==> src/rtl/led_pkg.sv <==
// Shared definitions for the LED board brightness path: FSM encoding,
// default duty code width and the flat duty bus packing helper.
package led_pkg;

    // Width of one duty code; the downstream PWM stage uses the same value.
    localparam int DUTY_W = 3;

    // Breathing sequencer states (3-bit encoding visible on the debug port).
    typedef enum logic [2:0] {
        IDLE      = 3'd0,
        RAMP_UP   = 3'd1,
        HOLD_HIGH = 3'd2,
        RAMP_DOWN = 3'd3,
        HOLD_LOW  = 3'd4
    } state_t;

    // Returns bit 'idx' of the flat duty bus, where channel ch occupies
    // bits [ch*w +: w]. bar=0 gives every channel the level itself;
    // bar=1 lights channels below the level at full code, the rest at 0.
    // Working bit by bit keeps the helper independent of bus width.
    function automatic logic flat_duty_bit(
        input int   idx,
        input int   w,
        input int   lvl,
        input logic bar,
        input int   duty_max
    );
        int ch;
        int code;
        int sh;
        ch = idx / w;
        if (bar) code = (lvl > ch) ? duty_max : 0;
        else     code = lvl;
        sh = code >> (idx % w);
        return sh[0];
    endfunction

endpackage

==> src/rtl/led_duty_sequencer_tick_gen.sv <==
// Prescaler producing a one-cycle tick every TICK_DIV enabled clocks.
// Dropping en restarts the count, so a fresh full period follows re-enable.
module tick_gen #(
    parameter int TICK_DIV = 1000000
) (
    input  logic clk,
    input  logic rst,
    input  logic en,
    output logic tick
);

    localparam int            CW   = (TICK_DIV > 1) ? $clog2(TICK_DIV) : 1;
    localparam logic [CW-1:0] LAST = CW'(TICK_DIV - 1);

    logic [CW-1:0] cnt;

    assign tick = en && (cnt == LAST);

    // Count 0..TICK_DIV-1 while enabled; hold at 0 while disabled.
    always_ff @(posedge clk or posedge rst) begin
        if (rst)              cnt <= '0;
        else if (!en)         cnt <= '0;
        else if (cnt == LAST) cnt <= '0;
        else                  cnt <= cnt + 1'b1;
    end

endmodule

==> src/rtl/led_duty_sequencer.sv <==
// Breathing brightness sequencer: ramps a level 0..DUTY_MAX up and down with
// optional holds at the extremes, one step per prescaler tick, and maps the
// level to a registered per-LED duty code bus for the PWM stage.
module led_duty_sequencer
    import led_pkg::*;
#(
    parameter int LED_COUNT  = 6,
    parameter int DUTY_W     = led_pkg::DUTY_W,
    parameter int DUTY_MAX   = 6,
    parameter int TICK_DIV   = 1000000,
    parameter int HOLD_STEPS = 4
) (
    input  logic                        clk,
    input  logic                        rst,
    input  logic                        en,
    input  logic                        mode,
    output logic [LED_COUNT*DUTY_W-1:0] duty,
    output logic                        step_strobe,
    output logic [2:0]                  state
);

    localparam int BUS_W = LED_COUNT * DUTY_W;
    localparam int LVL_W = (DUTY_MAX > 1) ? $clog2(DUTY_MAX + 1) : 1;
    localparam int HC_W  = (HOLD_STEPS > 1) ? $clog2(HOLD_STEPS) : 1;

    localparam logic [LVL_W-1:0] LVL_TOP  = LVL_W'(DUTY_MAX);
    localparam logic [LVL_W-1:0] LVL_PRE  = LVL_W'(DUTY_MAX - 1);
    localparam logic [LVL_W-1:0] LVL_ONE  = LVL_W'(1);
    localparam logic [HC_W-1:0]  HC_LAST  = HC_W'((HOLD_STEPS > 0) ? HOLD_STEPS - 1 : 0);

    // With no hold configured the ramps turn around directly at the extremes.
    localparam state_t TOP_NEXT = (HOLD_STEPS > 0) ? HOLD_HIGH : RAMP_DOWN;
    localparam state_t BOT_NEXT = (HOLD_STEPS > 0) ? HOLD_LOW  : RAMP_UP;

    logic             tick;
    state_t           st_q,   st_n;
    logic [LVL_W-1:0] lvl_q,  lvl_n;
    logic [HC_W-1:0]  hc_q,   hc_n;
    logic             mode_q, mode_n;
    logic [BUS_W-1:0] duty_n;

    tick_gen #(
        .TICK_DIV (TICK_DIV)
    ) u_tick (
        .clk  (clk),
        .rst  (rst),
        .en   (en),
        .tick (tick)
    );

    assign state = st_q;

    // Next-state, next-level and next duty bus; everything advances only on tick.
    always_comb begin
        st_n   = st_q;
        lvl_n  = lvl_q;
        hc_n   = hc_q;
        mode_n = mode_q;
        if (tick) begin
            mode_n = mode;
            case (st_q)
                IDLE: begin
                    lvl_n = LVL_ONE;
                    st_n  = RAMP_UP;
                end
                RAMP_UP: begin
                    if (lvl_q < LVL_PRE) begin
                        lvl_n = lvl_q + 1'b1;
                    end else begin
                        lvl_n = LVL_TOP;
                        st_n  = TOP_NEXT;
                    end
                end
                HOLD_HIGH: begin
                    if (hc_q == HC_LAST) begin
                        hc_n = '0;
                        st_n = RAMP_DOWN;
                    end else begin
                        hc_n = hc_q + 1'b1;
                    end
                end
                RAMP_DOWN: begin
                    if (lvl_q > LVL_ONE) begin
                        lvl_n = lvl_q - 1'b1;
                    end else begin
                        lvl_n = '0;
                        st_n  = BOT_NEXT;
                    end
                end
                HOLD_LOW: begin
                    if (hc_q == HC_LAST) begin
                        hc_n = '0;
                        st_n = RAMP_UP;
                    end else begin
                        hc_n = hc_q + 1'b1;
                    end
                end
                default: begin
                    st_n  = IDLE;
                    lvl_n = '0;
                    hc_n  = '0;
                end
            endcase
        end
        // Map the upcoming level with the mode being sampled this tick.
        for (int b = 0; b < BUS_W; b++) begin
            duty_n[b] = flat_duty_bit(b, DUTY_W, 32'(lvl_n), mode_n, DUTY_MAX);
        end
    end

    // State registers; duty only changes on tick so the PWM sees stable codes.
    always_ff @(posedge clk or posedge rst) begin
        if (rst) begin
            st_q        <= IDLE;
            lvl_q       <= '0;
            hc_q        <= '0;
            mode_q      <= 1'b0;
            duty        <= '0;
            step_strobe <= 1'b0;
        end else begin
            st_q        <= st_n;
            lvl_q       <= lvl_n;
            hc_q        <= hc_n;
            mode_q      <= mode_n;
            step_strobe <= tick;
            if (tick) duty <= duty_n;
        end
    end

endmodule

==> config.mk <==
export PLATFORM = sky130hd
export DESIGN_NAME = led_duty_sequencer
export DESIGN_NICKNAME = d
export VERILOG_FILES = /design/src/rtl/led_pkg.sv /design/src/rtl/led_duty_sequencer_tick_gen.sv /design/src/rtl/led_duty_sequencer.sv
export SDC_FILE = /design/constraint.sdc
export NUM_CORES = 1
export LEC_CHECK = 0
export ABC_AREA = 0
export CORE_ASPECT_RATIO = 1.1
export CORE_MARGIN = 3
export CORE_UTILIZATION = 50
export CTS_CLUSTER_SIZE = 40
export DETAILED_ROUTE_END_ITERATION = 10
export PLACE_DENSITY_LB_ADDON = 0.25
export SLEW_MARGIN = 40
export SYNTH_ARGS = -nofsm -noshare
export SYNTH_HDL_FRONTEND = slang
export SYNTH_SLANG_ARGS = --single-unit
export TNS_END_PERCENT = 30
==> constraint.sdc <==
create_clock -name clk -period 2 [get_ports clk]
set_input_delay 0.4 -clock clk [delete_from_list [all_inputs] [get_ports clk]]
set_output_delay 0.4 -clock clk [all_outputs]
set_load 0.05 [all_outputs]
==> impl_metrics.yaml, run 1 <==
global_routing:
  overflow: 0
  track_usage_pct: 19.07
  grt_pass1_vias: 1877
  grt_pass1_wl_um: 8542
  antenna_found_initial: 0
  grt_max_degree: 43
synthesis:
  yosys-top-cells-area: "dfrtp_1 46%, nor2_1 5.7%, xor2_1 5.3%, nand2_1 3.8%, nand3_1 3.0%"
  synth_common_cells: "42 x dfrtp_1, 35 x nor2_1, 23 x nand2_1, 14 x nand3_1, 14 x xor2_1"
  synth-edff-count: 0
  yosysUniqueCellTypes: 52
  ys_seq_area_share_pct: 45.68
  synthCells: 241
  syn_area_per_cell_um2: 9.548
  synth_seq_cells: 42
  synthArstFlopShare_pct: 100.0
  synth_area_leader_cell: "dfrtp_1"
  ys_warn_count: 0
  synth_area_um2: 2301
  yosysTopAreaCellShare_pct: 45.68
  synth_nets: 250
  ys.flop_type: "dfrtp_1"
  synth.most_common_cell: "dfrtp_1"
worst_setup_path:
  crit_required_ps: 2180
  critPathMaxFanout: 3
  r2r-end: "state[0]"
  r2r_cells: 6
  rrSetupSlack_ps: 30
  cp.arrival_ps: 2150
  worst_setup_path_end_kind: "flip-flop"
  r2r_start: "u_tick.cnt[8]"
  critPathLaunchType: "flip-flop"
  worstSetupPathType: "flip-flop to flip-flop"
clocking:
  postCtsHoldBufs: 0
  ctsHtreeMaxLevel: 2
  clockRootBuffer: "clkbuf_8"
  cts_tree: "done"
  clk_latency_ps: 290
  max-clock-path-buffers: 2
  cts_sinks: 42
  path_clk_slew_ps: 70
  numCtsBuffers: 5
status:
  status: "completed"
sta:
  slew_viol_final: 0
  hold_violations: 0
  period_needed_ps: 1971
  final.setup.tns_ps: 0
  clock_skew_ps: 8.477
  relSlewSlack_pct: 65.89
  setup_viol: 0
  tightest_slew_ps: 510.9
  rsz0062_at_grt: "true"
  min_period_over_period_pct: 98.53
  max_freq_ghz: 0.5074
  layout_setup_ws_ps: 29.33
pwr:
  intPower_uw: 1270
  peakVddDrop_uv: 418.0
  swShare_pct: 22.08
  pwr-share-seq_pct: 53.2
  power_frac_comb_pct: 6.3
  p_leak_uw: 0.001499
  p_per_area_nw_per_um2: 541.7
  power.switching_uw: 359.9
  power_frac_clock_pct: 40.5
placed_design:
  dp_slack_ps: -33.04
  dpl.hpwl_um: 3552
  placed_cell_area_um2: 2806
  gp_congestion: 0.8206
  place_inst: 335
  portBuffers: 25
routing:
  drt_wl_total_um: 4998
  viasPerCell: 5.431
  ant_nets: 0
  drt_pre_antenna_iters: 4
  wire_per_inst_um: 14.45
  initialDrtViolationCount: 118
  vias: 1879
  drc_errors: 0
floorplan:
  die_y_um: 77.15
  start_util_pct: 52.54
  die_w_um: 70.68
  rows: 25
  core-area_um2: 4379
  ios: 26
  die_area_um2: 5453
job:
  drv_cap: 0
cells_and_area:
  drive_above_1_share_pct: 24.32
  fin_util_pct: 68.71
  synthToLayoutAreaGrowth_pct: 30.78
  nets: 300
  fillers: 353
  final_area_um2: 3009
  num_antenna_cells: 0
  fin_cells: 346
hold_path:
  hp-class: "input port to asynchronous set/reset pin"
## layout make-up
class	instances	area (um^2)	area share [%]
Inverter	9	35.03	1.164
Clock buffer	6	72.57	2.412
Clock inverter	2	37.54	1.247
Tap cell	54	67.56	2.245
Timing Repair Buffer	57	526.8	17.51
Sequential cell	42	1056	35.09
Multi-Input combinational cell	176	1214	40.33
## power groups by stage
stage	clock network [uW]	logic [uW]	registers, uW
3_5_place_dp	0	103	884
5_1_grt	701	112	869
3_3_place_gp	0	103	884
6_report	660	103	867
4_1_cts	677	104	867
2_1_floorplan	0	36.2	907
## per-stage QoR
stage          hold slack, ps  total power (uW)
5_1_grt                 490.4              1682
3_5_place_dp            447.6             987.4
2_1_floorplan           423.9             943.0
4_1_cts                 461.6              1649
6_report                456.1              1630
3_3_place_gp            438.4             986.9
## timing repair
action / 4_1_cts / 5_1_grt
pin swaps: 2 / 8
gates resized for setup: 1 / 18
setup endpoints to repair: 7 / 18
setup buffers: 0 / 3
## layout by cell type (no fill, tap or decap), drive strengths merged, types with 5 or more instances in the layout
| cell | n |
|---|---|
| nand2 | 23 |
| nand3 | 14 |
| o21ai | 10 |
| xnor2 | 5 |
| clkdlybuf4s50 | 16 |
| clkbuf | 6 |
| and3 | 8 |
| nor2 | 35 |
| a31oi | 6 |
| buf | 35 |
| inv | 8 |
| ha | 5 |
| dlymetal6s2s | 6 |
| dfrtp | 42 |
| xor2 | 14 |
| a21oi | 5 |
## cells by family after synthesis
group	count (synthesis)	share of synthesized area [%]
compound gates	39	12.40
xor+xnor	19	7.232
fa+ha+maj	6	3.154
buf+inv	23	4.785
flops	42	45.68
mux	2	1.087
simple gates	110	25.67
## state kept, by name, indices dropped and copies added (netlist names)
register	count
step_strobe	1
state	3
hc_q	2
lvl_q	3
u_tick.cnt	20
duty	13
## worst max path at each step
stage                        startpoint       end  cells after the start
after floorplan                lvl_q[1]  duty[17]                      7
after global placement         lvl_q[1]  duty[13]                      9
after detailed placement       lvl_q[0]   duty[2]                      8
after CTS                      lvl_q[1]  state[0]                      7
after global routing      u_tick.cnt[8]   duty[1]                      8
final                     u_tick.cnt[8]  state[0]                      6
## critical path: stages, from the launching register on
cell and delay [ps]:
dfrtp_1 390, buf_4 150, nor4_2 280, and3_1 230
nand4_2 130, or3_4 370, mux2_4 300
## metal layers
| layer | track usage, % | part of all wire [%] |
|---|---|---|
| met5 | 0 | 0 |
| met4 | 6.391 | 1.8 |
| met3 | 4.194 | 3.5 |
| met2 | 31.17 | 50 |
| met1 | 24.92 | 45 |
Note: power is estimated with default switching activity, not from simulation.
==> run 2: changes to the inputs <==
GPL_TIMING_DRIVEN = 0   (was not set)
==> impl_metrics.yaml, run 2 (synthesis results as in run 1) <==
clocking:
  max-clock-path-buffers: 2
  clk_latency_ps: 300
  cts_sinks: 42
  ctsHtreeMaxLevel: 2
  cts_tree: "done"
  clockRootBuffer: "clkbuf_8"
  path_clk_slew_ps: 90
  postCtsHoldBufs: 0
  numCtsBuffers: 5
routing:
  drc_errors: 0
  initialDrtViolationCount: 168
  viasPerCell: 5.619
  vias: 1916
  drt_pre_antenna_iters: 4
  ant_nets: 0
  wire_per_inst_um: 15.21
  drt_wl_total_um: 5185
cells_and_area:
  mostFrequentLayoutCells: "36 x dfrtp_1, 32 x nor2_1, 22 x nand2_1, 22 x buf_4, 18 x clkdlybuf4s50_1"
  final_common_cell: "dfrtp_1"
  reg_top3: "u_tick.cnt: 20 flops, duty: 13 flops"
  final_area_um2: 2955
  num_antenna_cells: 0
  regMostFlops: "u_tick.cnt"
  nets: 295
  drive_above_1_share_pct: 26.48
  fin_cells: 341
  largest_reg_flops: 20
  synthToLayoutAreaGrowth_pct: 28.44
floorplan:
  die_y_um: 77.15
  die_area_um2: 5453
  rows: 25
  die_w_um: 70.68
  start_util_pct: 52.54
  core-area_um2: 4379
  ios: 26
global_routing:
  grt_pass1_wl_um: 8369
  grt_pass1_vias: 1824
  grt_max_degree: 43
  track_usage_pct: 18.93
  overflow: 0
  antenna_found_initial: 0
worst_setup_path:
  critPathLaunchType: "flip-flop"
  cp_slowest_stage_delay_ps: 450
  r2r-end: "state[0]"
  path_cells: "inv_4 -> ha_2 -> o21ba_4 -> o31ai_4 -> nor2_2 -> or3_4 -> mux2_4"
  critPathMaxFanout: 4
  crit_slowest_cell: "dfrtp_2"
  rrSetupSlack_ps: -20
  r2r_start: "lvl_q[1]"
  timing.critical_path.buf_inv: 1
  worstSetupPathType: "flip-flop to flip-flop"
  cp.arrival_ps: 2210
  critical_path.top_delay_family: "flip-flops"
  r2r_cells: 7
  worst_setup_path_end_kind: "flip-flop"
  crit_required_ps: 2190
sta:
  final.setup.tns_ps: -24.26
  period_needed_ps: 2024
  hold_violations: 0
  rsz0062_at_grt: "true"
  holdWs_ps: 460.8
  tightest_slew_ps: 506.1
  min_period_over_period_pct: 101.2
  relSlewSlack_pct: 66.26
  setup_viol: 1
  slew_viol_final: 0
  max_freq_ghz: 0.4940
  clock_skew_ps: 6.980
  layout_setup_ws_ps: -24.26
hold_path:
  hold_start: "u_tick.cnt[0]"
  hp-class: "flip-flop to flip-flop"
  min_to: "u_tick.cnt[0]"
  worstHoldPathCells: 1
status:
  status: "complete, but fails checks"
  violations: "setup timing"
placed_design:
  placed_cell_area_um2: 2641
  place_inst: 319
  portBuffers: 24
  dp_slack_ps: -310.4
  dpl.hpwl_um: 3370
  gp_congestion: 0.8759
pwr:
  p_leak_uw: 0.001360
  p_per_area_nw_per_um2: 553.8
  peakVddDrop_uv: 461.5
job:
  drv_cap: 0
[run 2: changes by cell type in the layout (fill, tap and decap cells not counted), moves of 3 or more]
cell            delta
buf_4             -10
dlymetal6s2s_1     -6
inv_4              +3
clkbuf_2           +3
[run 2: layer usage]
| layer | up-vias | routed length [um] | global-route usage (%) |
|---|---|---|---|
| li1 | 926 | - | - |
| met1 | 931 | 2184 | 23.58 |
| met2 | 48 | 2634 | 31.73 |
| met3 | 11 | 250 | 4.587 |
| met4 | 0 | 115 | 6.767 |
| met5 | - | 0 | 0 |
[run 2: worst max path at each step]
stage / slack, ps / end / cells past startpoint / startpoint
detailed placement: -310 / duty[17] / 7 / lvl_q[1]
global placement: -360 / lvl_q[0] / 2 / rst
finish: -20 / state[0] / 7 / lvl_q[1]
CTS: -80 / state[0] / 7 / lvl_q[1]
global route: -100 / state[0] / 7 / lvl_q[1]
floorplan: -20 / duty[17] / 7 / lvl_q[1]
[run 2: metrics by stage]
stage	util [%]	total power (uW)
CTS	64.11	1651
finish	67.49	1637
global route	67.49	1708
detailed placement	60.31	974.7
floorplan	-	943.0
global placement	60.26	972.8
[run 2: report_power, final]
part           total [uW]  switching, uW  leakage (uW)  internal (uW)
combinational        92.5           64.0      0.000748           28.5
clock                 678            304     0.0000585            374
sequential            866           6.64      0.000554            860
[run 2: cell type report]
cell class / instances / area [um^2]
inverters: 9 / 41.29
fillers: 349 / 1424
multi-input cells: 176 / 1254
flip-flops and latches: 42 / 1059
repair buffers: 38 / 336.6
clock inverters: 3 / 43.79
plain buffers: 14 / 85.08
clock buffers: 5 / 68.82
well taps: 54 / 67.56
[run 2: worst reg2reg max path, cell delays in order, from the launching register on]
cell,delay (ps)
dfrtp_2,450
inv_4,80
ha_2,190
o21ba_4,170
o31ai_4,270
nor2_2,60
or3_4,390
mux2_4,310
[run 2: repair_timing]
item	in CTS	in global routing
resized for setup	15	21
endpoints found under the setup margin	32	27
cloned	0	0
setup buffers	4	10
pin swaps	6	7
==> run 3: changes to the inputs <==
PLACE_DENSITY = 0.82   (was not set)
PLACE_DENSITY_LB_ADDON = not set   (was 0.25)
SKIP_CTS_REPAIR_TIMING = 1   (was not set)
==> impl_metrics.yaml, run 3 (synthesis results as in run 1) <==
sta:
  slew_viol_final: 0
  relSlewSlack_pct: 65.90
  hold_violations: 0
  final.setup.tns_ps: -96.57
  holdWs_ps: 459.2
  max_freq_ghz: 0.4770
  setup_viol: 1
  rsz0062_at_grt: "true"
  layout_setup_ws_ps: -96.57
  min_period_over_period_pct: 104.8
  period_needed_ps: 2097
  clock_skew_ps: 16.85
  tightest_slew_ps: 511.5
global_routing:
  grt_pass1_vias: 1838
  track_usage_pct: 19.10
  antenna_found_initial: 0
  overflow: 0
  grt_pass1_wl_um: 8431
  grt_max_degree: 43
cells_and_area:
  largest_reg_flops: 20
  drive_above_1_share_pct: 26.92
  synthToLayoutAreaGrowth_pct: 29.15
  final_common_cell: "dfrtp_1"
  fin_util_pct: 67.86
  reg_top3: "u_tick.cnt: 20 flops, duty: 13 flops"
  num_antenna_cells: 0
  regMostFlops: "u_tick.cnt"
  final_area_um2: 2972
  mostFrequentLayoutCells: "35 x dfrtp_1, 33 x nor2_1, 22 x nand2_1, 20 x buf_4, 18 x clkdlybuf4s50_1"
  nets: 294
routing:
  viasPerCell: 5.665
  wire_per_inst_um: 15.34
  ant_nets: 0
  drt_wl_total_um: 5214
  initialDrtViolationCount: 202
  drc_errors: 0
  drt_pre_antenna_iters: 4
  vias: 1926
hold_path:
  hp-class: "flip-flop to flip-flop"
worst_setup_path:
  cp.arrival_ps: 2280
  critPathLaunchType: "flip-flop"
  worst_setup_path_end_kind: "flip-flop"
  worstSetupPathType: "flip-flop to flip-flop"
  crit_required_ps: 2180
  critPathMaxFanout: 4
placed_design:
  placed_cell_area_um2: 2641
  dpl.hpwl_um: 3387
  portBuffers: 24
  gp_congestion: 0.8523
clocking:
  cts_sinks: 42
  clk_latency_ps: 300
  numCtsBuffers: 5
  cts_tree: "done"
  max-clock-path-buffers: 2
  clockRootBuffer: "clkbuf_8"
  path_clk_slew_ps: 90
  ctsHtreeMaxLevel: 2
status:
  violations: "setup timing"
  status: "complete, but fails checks"
job:
  drv_cap: 0
floorplan:
  ios: 26
  die_area_um2: 5453
  start_util_pct: 52.54
  rows: 25
  core-area_um2: 4379
  die_y_um: 77.15
  die_w_um: 70.68
pwr:
  p_per_area_nw_per_um2: 546.7
  p_leak_uw: 0.001363
  peakVddDrop_uv: 336.9
-- run 3: cell count changes in the layout (fill, tap and decap cells not counted), moves of 2 or more --
| cell | delta |
|---|---|
| o21ai_0 | -2 |
| inv_4 | -2 |
| inv_2 | +2 |
| dlymetal6s2s_1 | +2 |
| buf_4 | -2 |
| dlygate4sd2_1 | -2 |
| nor2_2 | -2 |
-- run 3: per-layer routing --
metal | up-vias | global-route usage, % | part of all wire (%)
met4 | 0 | 7.519 | 1.5
met1 | 925 | 25.21 | 43
met5 | - | 0 | 0
li1 | 927 | - | -
met2 | 64 | 29.96 | 50
met3 | 10 | 4.849 | 5.3
-- run 3: final timing paths --
kind | startpoint | endpoint | slack [ps] | cells after the start
worst min register to register | u_tick.cnt[0] | u_tick.cnt[0] | 460 | 1
worst max-delay path | lvl_q[1] | state[0] | -100 | 7
max in group asynchronous | rst | u_tick.cnt[12] | 1120 | 2
worst min-delay path | u_tick.cnt[0] | u_tick.cnt[0] | 460 | 1
min in group asynchronous | rst | duty[14] | 490 | 2
worst max register to register | lvl_q[1] | state[0] | -100 | 7
-- run 3: final cells by class --
class | count | area, um^2
tap | 54 | 67.56
multi-input combinational | 176 | 1269
sequential | 42 | 1060
clock buffer | 6 | 72.57
inverter | 9 | 37.54
fill | 343 | 1408
timing repair buffer | 37 | 340.3
clock inverter | 2 | 37.54
buffer | 14 | 87.58
-- run 3: stage by stage --
stage,worst slack (ps),total power [uW],instances
CTS,-328.5,1639,327
detailed placement,-291.5,974.4,319
floorplan,-17.24,943.0,241
global placement,-330.3,972.3,319
finish,-96.57,1625,340
global route,-146.0,1687,340
-- run 3: worst max-delay path, cell delays in order (launching register included) --
cell and delay [ps]:
dfrtp_2 430, inv_2 100, ha_2 200, o21ba_4 170, o31ai_4 300, nor2_2 80, or3_4 400, mux2_4 300
-- run 3: report_power, final --
part | internal [uW] | switching (uW)
clock network | 372 | 293
logic | 27.0 | 65.1
registers | 860 | 6.89
total | 1260 | 365
